File: src/rtl/fft_bitrev_loader.sv
// Input-side loader for a 32-point FFT: writes each accepted sample at the
// bit-reversed index of its arrival position, then holds the frame for natural-order reads.
module fft_bitrev_loader #(
    parameter int DATA_W = 32
) (
    input  logic              clk,
    input  logic              clr,
    input  logic              en,
    input  logic              in_valid,
    input  logic [DATA_W-1:0] in_data,
    input  logic              in_last,
    output logic              in_ready,
    output logic              frame_ready,
    input  logic              rd_en,
    input  logic [4:0]        rd_addr,
    output logic [DATA_W-1:0] rd_data,
    output logic              rd_valid,
    input  logic              frame_done,
    output logic              frame_err,
    output logic [4:0]        fill_count
);

    typedef enum logic {
        FILL = 1'b0,
        HOLD = 1'b1
    } state_t;

    state_t            state_reg;
    state_t            state_next;
    logic [4:0]        count_reg;
    logic [4:0]        count_next;
    logic [4:0]        wr_addr;
    logic              accept;
    logic              at_end;
    logic              frame_end;
    logic              mismatch;
    logic [DATA_W-1:0] rd_data_reg;
    logic              rd_valid_reg;
    logic              frame_err_reg;

    logic [DATA_W-1:0] mem [0:31];

    // Bit reversal is pure wiring: address bit gi comes from count bit 4-gi.
    generate
        for (genvar gi = 0; gi < 5; gi++) begin : g_bitrev
            assign wr_addr[gi] = count_reg[4-gi];
        end
    endgenerate

    assign accept    = in_valid & in_ready;
    assign at_end    = (count_reg == 5'd31);
    assign frame_end = accept & at_end & in_last;
    assign mismatch  = accept & (at_end ^ in_last);

    // State register
    always_ff @(posedge clk) begin
        if (clr) begin
            state_reg <= FILL;
            count_reg <= 5'd0;
        end else if (en) begin
            state_reg <= state_next;
            count_reg <= count_next;
        end
    end

    // Next-state logic
    always_comb begin
        state_next = state_reg;
        count_next = count_reg;
        case (state_reg)
            FILL: begin
                if (frame_end) begin
                    state_next = HOLD;
                    count_next = 5'd0;
                end else if (mismatch) begin
                    // Partial frame is abandoned; its samples stay in memory but are never presented.
                    count_next = 5'd0;
                end else if (accept) begin
                    count_next = count_reg + 5'd1;
                end
            end
            HOLD: begin
                if (frame_done) begin
                    state_next = FILL;
                end
            end
            default: begin
                state_next = FILL;
            end
        endcase
    end

    // Output logic
    always_comb begin
        in_ready    = (state_reg == FILL) & en & ~clr;
        frame_ready = (state_reg == HOLD);
    end

    // Frame buffer write port; contents deliberately survive clr.
    always_ff @(posedge clk) begin
        if (accept) begin
            mem[wr_addr] <= in_data;
        end
    end

    // Registered read port and status pulses, all frozen while en is low.
    always_ff @(posedge clk) begin
        if (clr) begin
            rd_data_reg   <= '0;
            rd_valid_reg  <= 1'b0;
            frame_err_reg <= 1'b0;
        end else if (en) begin
            frame_err_reg <= mismatch;
            if ((state_reg == HOLD) && rd_en) begin
                rd_data_reg  <= mem[rd_addr];
                rd_valid_reg <= 1'b1;
            end else begin
                rd_valid_reg <= 1'b0;
            end
        end
    end

    assign rd_data    = rd_data_reg;
    assign rd_valid   = rd_valid_reg;
    assign frame_err  = frame_err_reg;
    assign fill_count = count_reg;

endmodule

File: config.mk
export PLATFORM = sky130hd
export DESIGN_NAME = fft_bitrev_loader
export DESIGN_NICKNAME = d
export VERILOG_FILES = /design/src/rtl/fft_bitrev_loader.sv
export SDC_FILE = /design/constraint.sdc
export NUM_CORES = 1
export LEC_CHECK = 0
export ABC_AREA = 1
export BUFFER_PORTS_ARGS = -buffer_cell sky130_fd_sc_hd__buf_4
export CORE_MARGIN = 2
export CORE_UTILIZATION = 41
export DETAILED_ROUTE_END_ITERATION = 10
export GPL_TIMING_DRIVEN = 0
export SETUP_SLACK_MARGIN = 0.2
export SLEW_MARGIN = 20
export SYNTH_ARGS = -nofsm -noshare
export SYNTH_HDL_FRONTEND = slang
export SYNTH_SLANG_ARGS = --single-unit
File: constraint.sdc
create_clock -name clk -period 5.6 [get_ports clk]
set_input_delay 1.12 -clock clk [delete_from_list [all_inputs] [get_ports clk]]
set_output_delay 1.12 -clock clk [all_outputs]
set_load 0.01 [all_outputs]
### Yosys cells after proc, flatten, opt, wreduce, memory -nomap -nowiden

Memories as Yosys holds them, arrays and structs flattened. A register that Yosys moved wholly into a read port is not among the register bits.
Cells that the tools add are included.

* add/sub/neg operators: 1
* multipliers: 0
* div/mod/pow operators: 0
* order comparisons: 0
* eq/ne operators: 1
* shift operators: 0
* multiplexer cells: 9
* bitwise gates (word level): 9
* reduce and logical (&&, ||, !) cells: 4

Operators with widths (count)
* two-way mux 5 bit: 3
* bitwise AND 1 bit: 6
* adder 5 x 1 -> 5 bit, second input constant: 1
* equality test 5 bit, second input constant: 1
* two-way mux 1 bit: 5
* AND reduction 3 bit: 1
* nonzero test 3 bit: 1
* inverter 1 bit: 2
* one-hot mux 1 bit (2 select lines): 1
* AND reduction 2 bit: 1
* logical AND 1 bit: 1
* XOR 1 bit: 1

* bits in registers: 8
* latch bits: 0
* memory bits (writable): 1024
* memory bits (read-only): 0
* bits of input ports: 44
* word-level logic and storage cells: 29
* memories: 1

Memories
* mem: words 32, bits a word 32, read ports 1, clocked after Yosys merged registers in 1, write ports 1, line 41 `logic [DATA_W-1:0] mem [0:31];`

### Logic depth before layout (Yosys ltp)

Gate-level depths: netlist of the first run.

* word-level depth: 8
* gate-level depth with buffers: 12

### Worst setup path after synthesis of the first run

No wires, ideal clock.

* path kind: in2reg
* from: input port en
* to: memory mem[11][0] (enable)
* setup time: 421 ps
* data arrival time: 3331 ps
* required time: 5179 ps
* setup slack: 1848 ps
* stages: 6
* path buffers: 0
* cell sequence: inv_1 > nor3_2 > nand2_1 > clkinv_1 > nand3_1 > nor2_1

* longest elaborated chain between the ends: 5

RTL lines
* from (decl): line 8 `input logic en,`
* bitwise AND 1 bit (2 in a row): line 95 `in_ready = (state_reg == FILL) & en & ~clr;`
* named net in_ready: line 12 `output logic in_ready,`
* bitwise AND 1 bit: line 50 `assign accept = in_valid & in_ready;`
* two-way mux 1 bit: line 101 `if (accept) begin`
* two-way mux 1 bit (not written as such): line 102 `mem[wr_addr] <= in_data;`
* to (decl): line 41

The timed path passes the listed nets, and every way through them passes these cells.

### Worst setup path in the final report of the first run

* from: input port clr
* to: memory mem[20][14] (enable)

* longest elaborated chain between the ends: 5

RTL lines
* from (decl): line 7 `input logic clr,`
* inverter 1 bit: line 95
* bitwise AND 1 bit: line 95
* bitwise AND 1 bit: line 50
* two-way mux 1 bit: line 101
* two-way mux 1 bit (not written as such): line 102

No other way between the ends.

==> results.md, run 1 <==
* Mapped Area at roughly 43000 sq um
* Post-Synth Adder-Cell Area at less than 1%
* Initial drt markers at about 3200
* Synthesized area per cell at roughly 12 sq um
* Overall global routing resource usage at 24.78%
* Type of origin of the critical path: input port
* # setup viols final at 0
* Final Instance Area at approximately 50000 sq um
* Seq pwr share at 51.9%
* Synth Area in Compound Gates at 1.157%
* Max FFs per register at 1024
* Hold Vio Cnt, Final at 0
* Synth warn at 0
* Routed Antenna Nets at 0
* #FFs+latches synth at 1064
* Syn Nets at about 3600
* Finished Layout Cells at between 5000 and 6000
* Int Pwr at 12.90 mW
* Routability cong. at 0.9359
* Layout cell share with drive strength beyond 1 at between 10 and 15%
* Area after DPL at about 47000 sq um
* Core Util, Final at ~48%
* CTS tree: yes
* First-pass GRT wire length at between 150000 and 200000 um
* Worst r2r dst: mem[20][14]$_DFFE_PP_
* Final Cycle Share at between 60% and 70%
* Placed cells at approximately 5100
* DR WL/cell at approximately 25 um
* Sequential-to-total area share from yosys stat at between 70% and 80%
* RSZ-0062 raised after global routing: no
* CTS Buffer Depth at 3
* Synth cell types at 25
* VDD IR max at between 200 and 300 uV
* Critical path class: input port to flip-flop
* DP Wirelength at about 93000 um
* R2R Path Start: frame_ready$_SDFFE_PP0P_
* Pre-antenna DRT Iters at 5
* Initial antenna violation count at 2
* Number of global-route vias before repair at between 20000 and 30000
* Status: completed
* Vias at between 20000 and 30000
* Area of the die at approximately 110000 sq um
* Power Density at around 330 nW/um^2
* NetSw at about 3.9 mW
* Min Clock Period, post-route at 3.422 ns
* Buffers on Ports at slightly above 80
* Setup_tns at 0 ns
* Starting Density at between 40% and 50%
* Die H at between 300 and 400 um
* XOR/XNOR Fraction of Synth Area at 0%
* Syn Inst Count at around 3600
* Combinational family with the most area after synthesis: simple AND/OR/NAND/NOR gates
* Setup bufs post-CTS at 0
* CTS Buf Count at ~110
* Core ar. at 103900 sq um
* Synth-to-Final Area Change at 16.45%
* Via-to-Cell Ratio at around 5.5
* R2r worst-path depth at 7
* Critical Path Source: clr
* Setup crit end: mem[20][14]$_DFFE_PP_
* Crit path max fanout at 13
* CP Data Arrival Time at approximately 3.8 ns
* Max_cap viols at 0
* Tightest Pin Transition at 1.204 ns
* H-tree levels at 3
* Post-cts sizing count at 0
* Comb power frac at roughly 6.7%
* Fmax at a little under 300 MHz
* Mux share of post-synthesis cell area at 0%
* Net count, final at 3882
* # rows at between 100 and 150
* Total wire length at 135200 um
* Slew Limit Fails at 0
* Layout Skew at between 0.03 and 0.04 ns
* Post-CTS Hold Fix Bufs at 0
* # DRC at 0
* Grt total ovfl at 0
* Worst skew pair latency at 0.69 ns
* Largest net degree at the start of global routing at 33
* Sink Count at 1064
* Clock root cell: clkbuf_16
* Worst-path clk slew at approximately 0.060 ns
* Hold crit path type: flip-flop to flip-flop
* DIE WIDTH at roughly 330 um
* # IOs at 85
* WP data required at between 5 and 6 ns
* R2R Setup Slk at around 2.4 ns
* Crit end category: flip-flop
* Switching part of the total power at between 20% and 30%
* Static leakage at 18.20 nW
* Max_slew headroom at between 15 and 20%
* Post-Synth Simple-Gate Area at approximately 22%
* Clk pwr share at about two fifths
-- layout by cell type, fill, tap and decap left out, drive strengths merged --
master,instances
nor2,38
buf,329
clkinv,62
o21ai,33
bufinv,8
clkinvlp,6
inv,18
dfxtp,40
o211ai,1
nor3,3
a211oi,3
nand3,838
a21oi,36
diode,1
nand2,1328
ha,7
clkbuf,149
edfxtp,1024
-- synth_stat cells --
master | n | share of area, %
nor2_1 | 38 | 0.33
a21oi_2 | 32 | 0.65
inv_1 | 13 | 0.11
edfxtp_1 | 1024 | 71
nor3_1 | 2 | 0.023
o21ai_0 | 32 | 0.37
inv_2 | 1 | 0.0087
buf_2 | 82 | 0.95
nand3_1 | 838 | 9.7
o21ai_2 | 1 | 0.020
clkinv_1 | 2 | 0.017
a211oi_1 | 3 | 0.052
nand2_1 | 1328 | 12
inv_12 | 1 | 0.038
buf_6 | 55 | 1.4
nor3_2 | 1 | 0.023
o211ai_1 | 1 | 0.017
ha_1 | 7 | 0.20
buf_4 | 50 | 0.87
clkbuf_1 | 25 | 0.22
buf_8 | 1 | 0.035
clkbuf_8 | 1 | 0.032
a21oi_1 | 4 | 0.046
buf_1 | 13 | 0.11
dfxtp_1 | 40 | 1.9
-- critical path: stages --
cell,delay (ns)
buf_4,0.13
nor3_2,0.17
nand2_1,0.17
clkinv_1,0.22
nand3_1,0.70
nor2_4,0.84
buf_16,0.24
buf_16,0.17
-- power groups by stage --
stage,Clock [mW],Combinational (mW),Sequential [mW]
2_1_floorplan,0,0.570,8.91
3_3_place_gp,0,1.07,8.91
3_5_place_dp,0,1.09,8.90
4_1_cts,7.00,1.10,8.74
5_1_grt,7.29,1.19,8.73
6_report,6.96,1.12,8.73
-- how the worst min path moves through the flow --
stage,startpoint,endpoint,slack [ns],cells past startpoint
6_report,rd_valid$_SDFFE_PP0P_,rd_valid$_SDFFE_PP0P_,0.47,2
5_1_grt,rd_valid$_SDFFE_PP0P_,rd_valid$_SDFFE_PP0P_,0.51,2
4_1_cts,frame_err$_SDFFE_PP0P_,frame_err$_SDFFE_PP0P_,0.47,2
3_5_place_dp,frame_err$_SDFFE_PP0P_,frame_err$_SDFFE_PP0P_,0.46,2
3_3_place_gp,frame_err$_SDFFE_PP0P_,frame_err$_SDFFE_PP0P_,0.46,2
2_1_floorplan,frame_err$_SDFFE_PP0P_,frame_err$_SDFFE_PP0P_,0.48,2
-- logic make-up (layout without fill, tap and decap cells) --
group	Yosys count	in the layout
simple gates	2207	2207
flops	1064	1064
buf+inv	244	572
compound gates	73	73
fa+ha+maj	7	7
other cells	0	1
-- per-stage QoR --
stage | hold slack (ns) | power (mW) | setup slack [ns]
5_1_grt | 0.5078 | 17.22 | 2.075
3_5_place_dp | 0.4562 | 9.999 | 1.524
3_3_place_gp | 0.4571 | 9.979 | -0.6122
2_1_floorplan | 0.4814 | 9.478 | 1.848
6_report | 0.4704 | 16.82 | 2.178
4_1_cts | 0.4672 | 16.83 | 2.236
-- routing by layer --
metal / up-vias / global-route usage [%] / routed length, um
li1: 13130 / - / -
met1: 14220 / 32.98 / 53090
met2: 1480 / 40.04 / 63730
met3: 302 / 4.667 / 12800
met4: 2 / 10.20 / 5588
met5: - / 0 / 13
-- final cells by class --
class	count	area (sq um)
multi-input combinational	2287	10170
sequential	1064	31550
inverter	17	76.32
fill	9163	53710
clock buffer	123	2738
clock inverter	77	654.4
timing repair buffer	128	1734
buffer	227	1578
tap	1380	1727
antenna	1	2.502
Note: power is estimated with default switching activity, not from simulation.
==> run 2: changes to the inputs <==
--- a/config.mk
+++ b/config.mk
@@ -5,7 +5,7 @@
 export SDC_FILE = /design/constraint.sdc
 export NUM_CORES = 1
 export LEC_CHECK = 0
-export ABC_AREA = 1
+export ABC_AREA = 0
 export BUFFER_PORTS_ARGS = -buffer_cell sky130_fd_sc_hd__buf_4
 export CORE_MARGIN = 2
 export CORE_UTILIZATION = 41
==> constraint.sdc (replaced) <==
create_clock -name clk -period 3.17 [get_ports clk]
set_input_delay 0.634 -clock clk [delete_from_list [all_inputs] [get_ports clk]]
set_output_delay 0.634 -clock clk [all_outputs]
set_load 0.01 [all_outputs]
==> run 2 against run 1 <==
Effect of this change: routed wire length down 10%; die area down 4.1%; clock-buffer cell count up 40; global-route usage down 1.5 points; utilization up 0.91 points; sequential cell count unchanged; worst hold slack worse by 0.17 ns; total power up 77%; critical path depth unchanged; setup slack worse by 1.9 ns; combinational power up 27%.
==> results.md, run 2 <==
* Primary FF master, synth: edfxtp_1
* First-pass GRT wire length at 169900 um (-11%)
* Status: completed
* R2r worst-path depth at 7 (unchanged)
* Tightest Pin Transition at 1.245 ns (+0.04099 ns)
* Worst skew pair latency at 0.67 ns (-0.02 ns)
* Hold Vio Cnt, Final at 0 (unchanged)
* # DRC at 0 (unchanged)
* Critical path class: input port to flip-flop
* Core ar. at 100000 sq um (-3.8%)
* Hold Path Stages at 4 (+2)
* Area of the die at 103400 sq um (-4.1%)
* R2R Setup Slk at 0.37 ns (-2.00 ns)
* RSZ-0062 raised after global routing: no
* Grt met2 use at 37.99% (-2.1 points)
* Sink Count at 1064 (unchanged)
* Routing usage on met1 at 32.04% (-0.95 points)
* Net count, final at 2620 (-33%)
* Synth warn at 0 (unchanged)
* DIE WIDTH at 321.6 um (-2.1%)
* Pre-antenna DRT Iters at 5 (unchanged)
* Synth top area cells: edfxtp_1 74%, mux2i_1 12%, a22oi_1 4.7%
* Core Util, Final at 49.23% (+0.91 points)
* WP data required at 3.69 ns (-2.30 ns)
* Syn Nets at 2342 (-36%)
* Initial antenna violation count at 1 (-1)
* Mapped Area at 41360 sq um (-4.1%)
* Post-synth top cells: 1024 x edfxtp_1, 512 x mux2i_1, 257 x a22oi_1, 134 x a21oi_1, 78 x clkbuf_1
* Power Density at 604.2 nW/um^2 (+80%)
* Post-synth EDFFs at 1024 (unchanged)
* DP Wirelength at 80030 um (-14%)
* # IOs at 85 (unchanged)
* Overall global routing resource usage at 23.30% (-1.5 points)
* # rows at 116 (-1.7%)
* Number of global-route vias before repair at 23070 (-16%)
* Buffers on Ports at 82 (+1.2%)
* CTS Buf Count at 109 (+2.8%)
* Commonest non-fill, non-tap cell in the layout: edfxtp_1
* Post-Synth Adder-Cell Area at 0.2118% (+0.0087 points)
* Synth cell types at 32 (+28%)
* Min Clock Period, post-route at 2.889 ns
* Total wire length at 121500 um (-10%)
* XOR/XNOR Fraction of Synth Area at 0.02118% (+0.021 points)
* Top-count cell post-synth: edfxtp_1
* #FFs+latches synth at 1064 (unchanged)
* Setup WS post-layout at 0.2808 ns (-1.897 ns)
* Sequential-to-total area share from yosys stat at 76.28% (+3.1 points)
* Initial drt markers at 2865 (-9.1%)
* Final Instance Area at 49230 sq um (-2.0%)
* Synth-to-Final Area Change at 19.04%
* Worst r2r dst: mem[15][16]$_DFFE_PP_
* Final Cycle Share at about 90%
* # setup viols final at 0 (unchanged)
* Finished Layout Cells at 3958 (-25%)
* Layout Skew at 0.02529 ns (-0.01467 ns)
* CP Data Arrival Time at 3.41 ns (-0.40 ns)
* Max_slew headroom at 17.03% (-2.7 points)
* Setup_tns at 0 ns (unchanged)
* H-tree levels at 3 (unchanged)
* Clock root cell: clkbuf_16
* Met3 usage at 3.609% (-1.1 points)
* Fillcell total at 8075 (-12%)
* Routed Antenna Nets at 0 (unchanged)
* Placed cells at 3734 (-27%)
* CTS Buffer Depth at 3 (unchanged)
* Largest area contributor in the netlist: edfxtp_1
* Max FFs per register at 1024 (unchanged)
* R2R Path Start: frame_ready$_SDFFE_PP0P_
* Hold crit path type: input port to flip-flop
* Largest net degree at the start of global routing at 33 (unchanged)
* Ant. Diodes at 0 (-1)
* VDD IR max at 391.9 uV (+51%)
* Combinational family with the most area after synthesis: multiplexers
* Starting Density at 41.36% (-0.14 points)
* Vias at 23130 (-21%)
* Synth Area in Compound Gates at 7.288% (+6.1 points)
* Type of origin of the critical path: input port
* GRT busiest layer: met2
* Worst-path clk slew at 0.06 ns (about the same)
* Top cell type's share of synthesized area at 74.35% (+3.1 points)
* DR WL/cell at 30.70 um (+20%)
* Mux share of post-synthesis cell area at 12.39% (+12 points)
* Area after DPL at 45350 sq um (-3.2%)
* Commonest cells after routing, fill and taps aside: 1024 x edfxtp_1, 512 x mux2i_1, 257 x a22oi_1
* Register area at 31550 sq um (unchanged)
* Fmax at about 350 MHz
* Worst hold start: frame_done
* Crit path max fanout at 10 (-3)
* Grt total ovfl at 0 (unchanged)
* Post-Synth Simple-Gate Area at 1.634% (-20 points)
* Static leakage at 16.93 nW (-7.0%)
* Layout cell share with drive strength beyond 1 at 16.99% (+3.1 points)
* Crit end category: flip-flop
* Routability cong. at 0.8017 (-14%)
* Endpoint, Worst Hold: frame_ready$_SDFFE_PP0P_
* CTS tree: yes
* Via-to-Cell Ratio at 5.844 (+6.4%)
* Synthesized area per cell at 18.05 sq um (+50%)
* Slew Limit Fails at 0 (unchanged)
* Die H at 321.6 um (-2.1%)
* Syn Inst Count at 2291 (-36%)
* Max_cap viols at 0 (unchanged)
* Area of the multi-input gates at 9159 sq um (-9.9%)
* Async SR Flop Fraction at 0% (unchanged)
* Place WS at -0.6561 ns (-2.181 ns)
[run 2: worst max path at each step]
stage	endpoint	cells past startpoint	from
after global routing	mem[15][15]$_DFFE_PP_	7	frame_ready$_SDFFE_PP0P_
final	rd_data[29]$_SDFFE_PP0P_	8	rd_addr[2]
after detailed placement	mem[10][12]$_DFFE_PP_	8	clr
after CTS	mem[20][22]$_DFFE_PP_	6	frame_ready$_SDFFE_PP0P_
after floorplan	mem[0][0]$_DFFE_PP_	6	clr
after global placement	mem[23][17]$_DFFE_PP_	6	clr
[run 2: stage by stage]
stage | power [mW] | hold slack [ns]
2_1_floorplan | 16.45 | 0.5189
3_3_place_gp | 17.08 | 0.4931
3_5_place_dp | 17.12 | 0.4904
4_1_cts | 29.86 | 0.2709
5_1_grt | 30.53 | 0.3211
6_report | 29.75 | 0.2970
[run 2: cell type report]
cell class | instances | share of cell area, %
Clock inverter | 39 | 0.9504
Timing Repair Buffer | 167 | 4.839
Tap cell | 1298 | 3.299
Buffer | 140 | 1.799
Inverter | 6 | 0.04574
Clock buffer | 163 | 6.384
Multi-Input combinational cell | 1081 | 18.60
Sequential cell | 1064 | 64.08
[run 2: power by group]
part | total [mW] | internal (mW) | switching (mW) | leakage (nW)
Combinational | 1.42 | 0.438 | 0.980 | 5.64
Clock | 12.9 | 7.71 | 5.21 | 1.77
Sequential | 15.4 | 15.4 | 0.00407 | 9.53
[run 2: repair_timing]
action | 4_1_cts | 5_1_grt
pin swaps | 5 | 6
setup endpoints to repair | 172 | 102
hold buffers | 0 | 0
buffers inserted | 11 | 11
gates cloned | 0 | 0
gates resized for setup | 1 | 1
[run 2: cell families after synthesis]
kind of cell | Yosys count
buf+inv | 146
mux | 512
fa+ha+maj | 7
flops | 1064
simple gates | 136
xor+xnor | 1
compound gates | 425
[run 2: worst max-delay path, stage by stage]
cell      delay, ns
buf_4          0.11
nor2b_1        0.16
clkbuf_1       0.82
clkbuf_1       0.82
a22oi_1        0.25
a21oi_1        0.26
or4_1          0.25
a211oi_2       0.09
[run 2: layer usage]
metal	up-vias	wire length, um
met2	1100	57760
li1	9801	-
met1	12030	50050
met4	2	3812
met3	200	9861
met5	-	13
